$ cat src/rtl/if_fetch_pkg.sv
// rtl/if_fetch_pkg.sv - shared constants and types for the instruction-fetch front end
package if_fetch_pkg;

    localparam logic RstEnable  = 1'b1;
    localparam logic RstDisable = 1'b0;
    localparam logic Stop       = 1'b1;
    localparam logic NoStop     = 1'b0;

    localparam int InstAddrBusW = 32;
    localparam int InstBusW     = 32;

    localparam logic [InstBusW-1:0]     ZeroWord         = 32'h0000_0000;
    localparam logic [InstAddrBusW-1:0] RESET_PC_DEFAULT = 32'h0000_0000;

    // One prefetched instruction together with the PC it was fetched from.
    typedef struct packed {
        logic [InstAddrBusW-1:0] pc;
        logic [InstBusW-1:0]     inst;
    } fetch_entry_t;

endpackage

$ cat src/rtl/if_fetch_fifo.sv
// rtl/if_fetch_fifo.sv - synchronous FIFO with push/pop/flush used for prefetch data and pc tags
module fetch_fifo
    import if_fetch_pkg::*;
#(
    parameter int WIDTH = 32,
    parameter int DEPTH = 2,
    localparam int CW = $clog2(DEPTH + 1),
    localparam int PW = (DEPTH > 1) ? $clog2(DEPTH) : 1
) (
    input  logic             clk,
    input  logic             rst,
    input  logic             flush_i,
    input  logic             push_i,
    input  logic [WIDTH-1:0] data_i,
    input  logic             pop_i,
    output logic [WIDTH-1:0] data_o,
    output logic [CW-1:0]    count_o,
    output logic             full_o,
    output logic             empty_o
);

    logic [WIDTH-1:0] mem_q [DEPTH];
    logic [PW-1:0]    rd_q;
    logic [PW-1:0]    wr_q;
    logic [CW-1:0]    cnt_q;
    logic             do_pop;
    logic             do_push;

    // Explicit wrap so a non-power-of-two depth still indexes correctly.
    function automatic logic [PW-1:0] ptr_next(input logic [PW-1:0] p);
        return (p == PW'(DEPTH - 1)) ? '0 : p + 1'b1;
    endfunction

    assign empty_o = (cnt_q == '0);
    assign full_o  = (cnt_q == CW'(DEPTH));
    assign count_o = cnt_q;
    assign data_o  = mem_q[rd_q];
    assign do_pop  = pop_i && !empty_o;
    assign do_push = push_i && (!full_o || do_pop);

    // Storage array; contents need no reset because count gates visibility.
    always_ff @(posedge clk) begin
        if (do_push && !flush_i) begin
            mem_q[wr_q] <= data_i;
        end
    end

    // Pointers and occupancy; flush empties the queue in one cycle.
    always_ff @(posedge clk) begin
        if (rst == RstEnable || flush_i) begin
            rd_q  <= '0;
            wr_q  <= '0;
            cnt_q <= '0;
        end else begin
            assert (!(push_i && full_o && !do_pop));
            if (do_push) begin
                wr_q <= ptr_next(wr_q);
            end
            if (do_pop) begin
                rd_q <= ptr_next(rd_q);
            end
            cnt_q <= cnt_q + CW'(do_push) - CW'(do_pop);
        end
    end

endmodule

$ cat src/rtl/if_fetch.sv
// rtl/if_fetch.sv - instruction fetch: PC owner, ROM requester, prefetch buffer and IF/ID hand-off
module if_fetch
    import if_fetch_pkg::*;
#(
    parameter logic [31:0] RESET_PC   = RESET_PC_DEFAULT,
    parameter int          FIFO_DEPTH = 2,
    parameter int          MAX_OUT    = 2
) (
    input  logic        clk,
    input  logic        rst,
    input  logic [5:0]  pause,
    input  logic        branch_flag_i,
    input  logic [31:0] branch_target_i,
    output logic        rom_req_o,
    output logic [31:0] rom_addr_o,
    input  logic        rom_ack_i,
    input  logic        rom_rvalid_i,
    input  logic [31:0] rom_rdata_i,
    output logic [31:0] if_pc,
    output logic [31:0] if_inst,
    output logic        stallreq_o
);

    localparam int OUT_W = $clog2(MAX_OUT + 1);
    localparam int CNT_W = $clog2(FIFO_DEPTH + 1);
    localparam int TCW   = $clog2(MAX_OUT + 1);
    localparam int SW    = 8;

    logic [31:0]      fetch_pc_q,      fetch_pc_d;
    logic [OUT_W-1:0] outstanding_q,   outstanding_d;
    logic [OUT_W-1:0] discard_q,       discard_d;
    logic [OUT_W-1:0] ddisc_q,         ddisc_d;
    logic             dslot_pending_q, dslot_pending_d;
    logic             redir_pending_q, redir_pending_d;
    logic [31:0]      redir_target_q,  redir_target_d;

    fetch_entry_t     df_in;
    fetch_entry_t     df_head;
    logic [CNT_W-1:0] df_count;
    logic             df_full, df_empty, df_push, df_flush;
    logic [31:0]      tag_head;
    logic [TCW-1:0]   tag_count;
    logic             tag_full, tag_empty;

    logic             pop, redirect, issue, resp, resp_keep, resp_drop;
    logic [SW-1:0]    occupancy;
    logic [OUT_W-1:0] out_next, disc_after_resp, usable;
    logic             unused_sig;

    // Stall-vector decode and the issue throttle: data already queued or
    // still owed by the ROM must never exceed the prefetch capacity.
    assign pop       = (pause[1] == NoStop) && !df_empty;
    assign redirect  = (pause[1] == NoStop) && branch_flag_i;
    assign occupancy = SW'(df_count) - SW'(pop) + SW'(outstanding_q) - SW'(discard_q);
    assign rom_req_o = (rst != RstEnable) && (pause[0] == NoStop)
                     && (outstanding_q < OUT_W'(MAX_OUT))
                     && (occupancy < SW'(FIFO_DEPTH));
    assign rom_addr_o = fetch_pc_q;
    assign issue      = rom_req_o && rom_ack_i;

    // Responses for requests made before a reset are ignored via the zero count.
    assign resp            = rom_rvalid_i && (outstanding_q != '0);
    assign resp_drop       = resp && (discard_q != '0);
    assign resp_keep       = resp && (discard_q == '0);
    assign out_next        = outstanding_q + OUT_W'(issue) - OUT_W'(resp);
    assign disc_after_resp = discard_q - OUT_W'(resp_drop);
    assign usable          = out_next - disc_after_resp;

    assign df_in      = '{pc: tag_head, inst: rom_rdata_i};
    assign if_pc      = df_empty ? ZeroWord : df_head.pc;
    assign if_inst    = df_empty ? ZeroWord : df_head.inst;
    assign stallreq_o = df_empty;
    assign unused_sig = ^{pause[5:2], tag_count, tag_full, tag_empty, df_full};

    // Next-state for PC, in-flight bookkeeping and delay-slot tracking.
    always_comb begin
        fetch_pc_d      = fetch_pc_q;
        outstanding_d   = out_next;
        discard_d       = disc_after_resp;
        ddisc_d         = ddisc_q;
        dslot_pending_d = dslot_pending_q;
        redir_pending_d = redir_pending_q;
        redir_target_d  = redir_target_q;
        df_push         = resp_keep;
        df_flush        = 1'b0;

        if (issue) begin
            if (redir_pending_q) begin
                fetch_pc_d      = redir_target_q;
                redir_pending_d = 1'b0;
            end else begin
                fetch_pc_d = fetch_pc_q + 32'd4;
            end
        end

        // The kept delay slot has arrived: start dropping the wrong-path words behind it.
        if (resp_keep && dslot_pending_q) begin
            dslot_pending_d = 1'b0;
            discard_d       = ddisc_q;
            ddisc_d         = '0;
        end

        if (redirect) begin
            if (!df_empty) begin
                // Head goes to IF/ID as the delay slot; everything behind it is wrong-path.
                df_flush   = 1'b1;
                df_push    = 1'b0;
                discard_d  = out_next;
                fetch_pc_d = branch_target_i;
            end else if (resp_keep) begin
                // The word landing this cycle is the delay slot.
                discard_d  = out_next;
                fetch_pc_d = branch_target_i;
            end else if (usable != '0) begin
                // Oldest useful in-flight word is the delay slot; drop the rest later.
                dslot_pending_d = 1'b1;
                ddisc_d         = usable - OUT_W'(1);
                fetch_pc_d      = branch_target_i;
            end else begin
                // Nothing in flight: fetch the sequential delay slot, then redirect.
                dslot_pending_d = 1'b1;
                ddisc_d         = '0;
                redir_pending_d = 1'b1;
                redir_target_d  = branch_target_i;
            end
        end
    end

    // State registers with synchronous reset.
    always_ff @(posedge clk) begin
        if (rst == RstEnable) begin
            fetch_pc_q      <= RESET_PC;
            outstanding_q   <= '0;
            discard_q       <= '0;
            ddisc_q         <= '0;
            dslot_pending_q <= 1'b0;
            redir_pending_q <= 1'b0;
            redir_target_q  <= '0;
        end else begin
            assert (!(redirect && (dslot_pending_q || redir_pending_q)));
            fetch_pc_q      <= fetch_pc_d;
            outstanding_q   <= outstanding_d;
            discard_q       <= discard_d;
            ddisc_q         <= ddisc_d;
            dslot_pending_q <= dslot_pending_d;
            redir_pending_q <= redir_pending_d;
            redir_target_q  <= redir_target_d;
        end
    end

    fetch_fifo #(.WIDTH($bits(fetch_entry_t)), .DEPTH(FIFO_DEPTH)) u_data_fifo (
        .clk     (clk),
        .rst     (rst),
        .flush_i (df_flush),
        .push_i  (df_push),
        .data_i  (df_in),
        .pop_i   (pop),
        .data_o  (df_head),
        .count_o (df_count),
        .full_o  (df_full),
        .empty_o (df_empty)
    );

    fetch_fifo #(.WIDTH(32), .DEPTH(MAX_OUT)) u_tag_fifo (
        .clk     (clk),
        .rst     (rst),
        .flush_i (1'b0),
        .push_i  (issue),
        .data_i  (fetch_pc_q),
        .pop_i   (resp),
        .data_o  (tag_head),
        .count_o (tag_count),
        .full_o  (tag_full),
        .empty_o (tag_empty)
    );

endmodule

$ cat config.mk
export PLATFORM = sky130hd
export DESIGN_NAME = if_fetch
export DESIGN_NICKNAME = d
export VERILOG_FILES = /design/src/rtl/if_fetch_pkg.sv /design/src/rtl/if_fetch_fifo.sv /design/src/rtl/if_fetch.sv
export SDC_FILE = /design/constraint.sdc
export NUM_CORES = 1
export LEC_CHECK = 0
export ABC_AREA = 1
export CAP_MARGIN = 40
export CORE_ASPECT_RATIO = 1.75
export CORE_MARGIN = 1.5
export CORE_UTILIZATION = 25
export DETAILED_ROUTE_END_ITERATION = 10
export MAX_ROUTING_LAYER = met4
export PLACE_DENSITY = 0.4
export SYNTH_ARGS = -nofsm -noshare
export SYNTH_HDL_FRONTEND = slang
export SYNTH_SLANG_ARGS = --single-unit
$ cat constraint.sdc
create_clock -name clk -period 6.1 [get_ports clk]
set_input_delay 0.61 -clock clk [delete_from_list [all_inputs] [get_ports clk]]
set_output_delay 0.61 -clock clk [all_outputs]
set_load 0.1 [all_outputs]
## After elaboration in Yosys (flattened, before gate mapping)

Memories as Yosys holds them, arrays and structs flattened. A register that Yosys moved wholly into a read port is not among the register bits.
Index checks and enable logic that the tools add are counted.

| word-level totals | value |
|---|---|
| RAM bits | 192 |
| logic and storage cells | 113 |
| register bits after elaboration | 80 |
| memories kept | 2 |
| bits of input ports | 75 |

| operators by class | value |
|---|---|
| bitwise operators | 5 |
| multiplexer cells | 42 |
| eq/ne operators | 2 |
| reduce and logical (&&, ||, !) cells | 30 |
| add/sub/neg operators | 17 |
| $lt $le $gt $ge | 2 |

Memory list:

| memory | words | bits a word | read ports | clocked after memory_dff | wr ports | line | RTL |
|---|---|---|---|---|---|---|---|
| u_data_fifo.mem_q | 2 | 64 | 1 | 1 | 1 | if_fetch_fifo.sv:22 | `logic [WIDTH-1:0] mem_q [DEPTH];` |
| u_tag_fifo.mem_q | 2 | 32 | 1 | 1 | 1 | if_fetch_fifo.sv:22 |  |

Operator list:

| cell | number |
|---|---|
| $mux 32 | 8 |
| $add 32x3->32 const B | 1 |
| $mux 1 | 25 |
| $mux 2 | 9 |
| $logic_and 1x1->1 | 15 |
| $lt 8x2->1 const B | 1 |
| $sub 2x1->2 | 4 |
| $add 2x1->2 | 3 |
| $logic_not 2->1 | 3 |
| $reduce_bool 2->1 | 3 |
| $logic_not 1->1 | 5 |
| $not 1->1 | 5 |
| $sub 4x3->5 | 1 |
| $add 1x1->1 const B | 4 |
| $add 3x3->4 | 1 |
| $eq 2x2->1 const B | 2 |
| $reduce_and 4->1 | 1 |
| $logic_or 1x1->1 | 3 |
| $sub 2x1->3 | 1 |
| $lt 2x2->1 const B | 1 |
| $sub 2x1->2 const B | 1 |
| $sub 2x2->2 | 1 |

## Longest topological paths before layout

| logic depth | value |
|---|---|
| word-level depth | 17 |
| gate-level depth with buffers | 29 |
| depth with buffers taken out | 26 |

## Modules after synthesis

A second synthesis with hierarchy kept.

| second synthesis, totals | value |
|---|---|
| cells, all modules | 1255 |
| area total of the unflattened synthesis | 13110.1 µm² |

By module, submodules not included:

| module | times used | area an instance (µm²) | cells each |
|---|---|---|---|
| if_fetch | 1 | 5197.5 | 874 |
| fetch_fifo (u_data_fifo) | 1 | 5180.0 | 240 |
| fetch_fifo (u_tag_fifo) | 1 | 2732.6 | 141 |

## Worst setup path before layout

No wires, ideal clock.

| timing path | value |
|---|---|
| path type | reg-to-reg |
| start | register u_data_fifo.cnt_q[0] (netlist: u_data_fifo.count_o[0]) |
| end | memory u_tag_fifo.mem_q[2][0] (netlist: u_tag_fifo.mem_q[1][0]), enable pin |
| required time | 5.677 ns |
| setup slack | 0.150 ns |
| setup time | 0.423 ns |
| clock period less this slack | 5.950 ns |
| stages on the path, launching flop included | 17 |
| arrival time | 5.527 ns |
| path through | dfxtp_1 > nor2_4 > buf_1 > nor2_1 > ha_1 > ha_1 > fa_1 > inv_1 > fa_1 > fa_1 > nor2_1 > nand2_1 > nor2_2 > nand3_2 > nor2_1 > inv_1 > nor2_1 |

| between the ends | value |
|---|---|
| word-level cells in the longest chain between the ends | 12 |

Ends and longest elaborated chain:

| what | line | RTL |
|---|---|---|
| from (decl) | if_fetch_fifo.sv:25 | `logic [CW-1:0] cnt_q;` |
| from (signal assigned) | if_fetch_fifo.sv:62 | `cnt_q <= cnt_q + CW'(do_push) - CW'(do_pop);` |
| $logic_not 2->1 | if_fetch_fifo.sv:34 | `assign empty_o = (cnt_q == '0);` |
| via stallreq_o | if_fetch.sv:21 | `output logic stallreq_o` |
| $logic_not 1->1 | if_fetch.sv:52 | `assign pop = (pause[1] == NoStop) && !df_empty;` |
| $logic_and 1x1->1 | if_fetch.sv:52 |  |
| $sub 2x1->3 | if_fetch.sv:54 | `assign occupancy = SW'(df_count) - SW'(pop) + SW'(outstanding_q) - SW'(discard_q);` |
| $add 3x3->4 | if_fetch.sv:54 |  |
| $sub 4x3->5 | if_fetch.sv:54 |  |
| $lt 8x2->1 | if_fetch.sv:57 | `&& (occupancy < SW'(FIFO_DEPTH));` |
| $logic_and 1x1->1 | if_fetch.sv:57 |  |
| $logic_and 1x1->1 | if_fetch.sv:59 | `assign issue = rom_req_o && rom_ack_i;` |
| $logic_and 1x1->1 | if_fetch_fifo.sv:39 | `assign do_push = push_i && (!full_o \|\| do_pop);` |
| via u_tag_fifo.do_push | if_fetch_fifo.sv:27 | `logic do_push;` |
| $mux 1 | if_fetch_fifo.sv:43 | `if (do_push && !flush_i) begin` |
| $mux 1 (not written as such) | if_fetch_fifo.sv:44 | `mem_q[wr_q] <= data_i;` |
| to (decl) | if_fetch_fifo.sv:22 |  |

The timed path passes the listed nets, and every way through them passes these cells.

## Worst setup path in the final report

| timing path | value |
|---|---|
| start | input pause[1] |
| end | register redir_target_q[22] |

| between the ends | value |
|---|---|
| word-level cells in the longest chain between the ends | 14 |
| elaborated cells between the ends (all ways) | 15 |
| classes of those cells | add/sub: 6; order compare: 1; bitwise: 2; reduce/logical: 6 |

Ends and longest elaborated chain:

| what | line | RTL |
|---|---|---|
| from (decl) | if_fetch.sv:11 | `input logic [5:0] pause,` |
| $not 1->1 | if_fetch.sv:52 |  |
| $logic_and 1x1->1 | if_fetch.sv:52 |  |
| $sub 2x1->3 | if_fetch.sv:54 |  |
| $add 3x3->4 | if_fetch.sv:54 |  |
| $sub 4x3->5 | if_fetch.sv:54 |  |
| $lt 8x2->1 | if_fetch.sv:57 |  |
| $logic_and 1x1->1 | if_fetch.sv:57 |  |
| $logic_and 1x1->1 | if_fetch.sv:59 |  |
| $add 2x1->2 | if_fetch.sv:65 | `assign out_next = outstanding_q + OUT_W'(issue) - OUT_W'(resp);` |
| $sub 2x1->2 | if_fetch.sv:65 |  |
| via out_next[0] | if_fetch.sv:47 | `logic [OUT_W-1:0] out_next, disc_after_resp, usable;` |
| $sub 2x2->2 | if_fetch.sv:67 | `assign usable = out_next - disc_after_resp;` |
| $reduce_bool 2->1 | if_fetch.sv:114 | `end else if (usable != '0) begin` |
| $not 1->1 (no line) | -- |  |
| $reduce_and 4->1 (no line) | -- |  |
| to (signal assigned) | if_fetch.sv:147 | `redir_target_q <= redir_target_d;` |
| to (decl) | if_fetch.sv:35 | `logic [31:0] redir_target_q, redir_target_d;` |

The timed path passes the listed nets, and every way through them passes these cells.
A chain may end at the register's enable or synchronous reset.

==> run summary <==
## Synthesis
- 0.603 — Seq/Total Area, Yosys
- edfxtp_1 — cell type with the largest total area after synthesis
- 324 x nand2_1, 192 x edfxtp_1, 163 x nor2_1, 106 x a21oi_1, 82 x dfxtp_1 — list of most frequent post-synthesis cells
- 1365 — number of nets in the synthesized netlist
- 34 — number of distinct library cells after synthesis
- 12300 sq um — Syn Std Cell Area
- edfxtp_1 47%, dfxtp_1 13%, nand2_1 9.9% — most area-consuming cells after synthesis
- edfxtp_1 — top flip-flop cell by instance count after synthesis
- 192 — number of flops mapped to enable cells by yosys
- 0 — share of flip-flops with an asynchronous set or reset
- 9.65 sq um — Avg Synthesized Cell Area
- 1273 — Synth Instances
- 274 — #FFs+latches synth
- nand2_1 — most common cell in the synthesized netlist
- 0.469 — area share of the largest cell type after synthesis
- 0 — Yosys warnings

## Route
- 0 — antenna-violating nets left
- 0 — Residual DRC
- 16.0 um — post-detailed-route wirelength per cell
- 4 — first-pass iteration count of the detailed router
- 393 — number of DRC markers in iteration 0
- 9434 — Via Count
- 4.29 — vias per inst
- 35.3 mm — WL final

## STA
- 5070 ps — time the worst path needs with I/O delays and setup
- 804 ps — Least-Margin Pin Slew
- 0.832 — ratio of final minimum period to clock period
- 0 — final number of setup-violating endpoints
- 0 ps — Setup Total Neg Slack
- 197 MHz — maximum clock frequency
- 14.0 ps — Fin Clk Skew
- 0 — number of max-slew violations in the final report
- no — RSZ-0062 raised after global routing
- 0.464 — Slew HR
- 0 — final hold vios

## Power and ir drop
- 595 nW/um^2 — power density over cell area
- 0.00644 uW — leakage dissipation
- 0.000517 V — Peak VDD IR

## Layout
- 1618 — number of nets in the layout
- 4812 — fill cell count
- 17600 sq um — area of all placed cells without fillers
- 0.154 — fraction of layout cells with a size suffix above 1
- 43.1% — area added between synthesis and finish
- 7410 sq um — Sequential Area
- 4320 sq um — Multi-input gate area
- 0 — number of antenna cells inserted
- 0.362 — Util after Layout

## Floorplanning
- 173 — IO Pins
- 48600 sq um — core footprint
- 107 — row cnt
- 296 um — overall die height
- 171 um — Die Wd
- 50500 sq um — Die Outline Area
- 0.253 — starting density of the core

## Placed design
- 16700 sq um — instance area after placement
- 24.0 mm — post-detailed-placement half-perimeter wirelength
- 168 — quantity of I/O buffers inserted on ports
- 0.777 — routability congestion estimate from global placement

## Setup path
- 6590 ps — required time at the worst-slack endpoint
- primary input — category of the worst setup path launch point
- flop — endpoint class of the critical path
- 23 — maximum fanout count along the critical path
- primary input to flop — type of the worst setup path
- 5560 ps — CP arrival

## Global routing
- 0 — number of antenna violations at the first check in global routing
- 0 — aggregate global routing overflow
- 9587 — vias in the first global route
- 0.269 — grt met2 use
- 69 — maximum number of pins on one net before global-route repair
- 0.145 — overall global routing resource usage
- 0.160 — met1 GRT Util
- 54.8 mm — global-route wire length before repair
- 0.0144 — met3 track demand over resource
- met2 — peak-usage layer in the global routing report

## CTS
- 0 — number of buffers added for setup after CTS
- 274 — sinks on the clock net
- 0 — number of gates resized after cts
- 0 — Post-CTS Hold Fix Bufs
- 28 — CTS buffer count
- 550 ps — clk_lat worst skew
- 1 — number of levels the H-tree was split into
- built — TritonCTS clock tree
- 60 ps — clock-pin slew of the registers on the worst-case setup and hold paths
- clkbuf_16 — root buffer selected by CTS
- 3 — Max Buffers Root-to-Sink

## Hold path
- flop to flop — Min-Delay Path Class

## Job
- 0 — number of max-cap violations

## Outcome
- finished, final reports clean — result of the run

==> flip-flops by register name (all words and copies together), names as in the netlist, 2 cells and up, named ones only <==
signal,cells
u_data_fifo.count_o,2
u_data_fifo.mem_q,128
outstanding_q,2
redir_target_q,32
ddisc_q,2
u_tag_fifo.mem_q,64
discard_q,2
rom_addr_o,32
u_tag_fifo.count_o,2
==> layout make-up <==
| type | instances | share of cell area |
|---|---|---|
| tap | 654 | 0.0466 |
| clock buffer | 37 | 0.0448 |
| multi-input combinational | 862 | 0.246 |
| inverter | 73 | 0.0156 |
| clock inverter | 14 | 0.00797 |
| sequential | 274 | 0.422 |
| timing repair buffer | 287 | 0.218 |
==> routing by layer <==
metal | share of wire | vias up
met5 | 0 | -
met4 | 0.028 | 0
met3 | 0.030 | 48
met2 | 0.54 | 187
met1 | 0.41 | 4406
li1 | - | 4793
==> worst max-delay path, cell delays in order <==
cell and delay, ps:
clkdlybuf4s50_1 540, nor2_1 70, ha_1 180, ha_1 290, fa_1 490, inv_1 70
fa_1 450, fa_1 430, nor2_1 120, nand2_1 70, nor2_2 110, nand3_2 110
ha_1 290, inv_1 40, ha_1 250, inv_1 60, ha_1 290, inv_1 50
nor2_1 90, nand2_1 70, inv_2 70, nand3_4 110, nor2_4 110, buf_4 310
o21ai_0 130, nor2_1 120
==> worst paths after layout <==
| kind | startpoint | end | slack (ps) | cells after the start |
|---|---|---|---|---|
| worst max register to register | u_data_fifo.count_o[0]$_SDFF_PP0_ | redir_target_q[22]$_SDFFE_PP0P_ | 1180 | 25 |
| worst min register to register | u_tag_fifo.rd_q$_SDFFE_PP0P_ | flop | 460 | 1 |
| worst min-delay path | u_tag_fifo.rd_q$_SDFFE_PP0P_ | flop | 460 | 1 |
| worst max-delay path | pause[1] | redir_target_q[22]$_SDFFE_PP0P_ | 1030 | 26 |
==> layout by cell type (no fill, tap or decap), types with 6 or more instances in the layout <==
| master | n |
|---|---|
| nor3_2 | 20 |
| clkdlybuf4s50_1 | 167 |
| a21oi_1 | 106 |
| dfxtp_1 | 80 |
| buf_8 | 62 |
| buf_16 | 37 |
| mux2_2 | 32 |
| buf_4 | 17 |
| nand3_1 | 53 |
| nand3b_1 | 15 |
| inv_2 | 9 |
| nor2_1 | 160 |
| edfxtp_1 | 192 |
| o21ai_1 | 13 |
| o21ai_0 | 69 |
| ha_1 | 14 |
| nand2_1 | 323 |
| clkbuf_1 | 6 |
| clkinv_1 | 6 |
| inv_1 | 64 |
| clkbuf_16 | 30 |
| a21boi_0 | 13 |
| nor3_1 | 13 |
==> report_power, final <==
part	switching [uW]	internal, uW	leakage [uW]
Clock	724	1030	0.000444
Combinational	3770	2030	0.00358
Sequential	399	2500	0.00242
==> cell families (layout without fill, tap and decap cells) <==
group,count (synthesis),in the layout,synth area share
XOR/XNOR,7,7,0.00499
adder cells (fa/ha/maj),17,17,0.0191
buffers and inverters,137,411,0.0467
AO/OA/AOI/OAI,204,204,0.0864
flip-flops,274,274,0.603
multiplexers,32,32,0.0293
AND/OR/NAND/NOR,602,602,0.211
==> metrics by stage <==
step	power [uW]	cells	hold WS (ps)	worst slack, ps
floorplan	6430	1273	422	150
global placement	7720	2049	436	485
detailed placement	8830	2150	444	413
CTS	10600	2201	455	1010
global route	11100	2201	474	638
finish	10500	2201	457	1030
(Power assumes the default switching activity.)
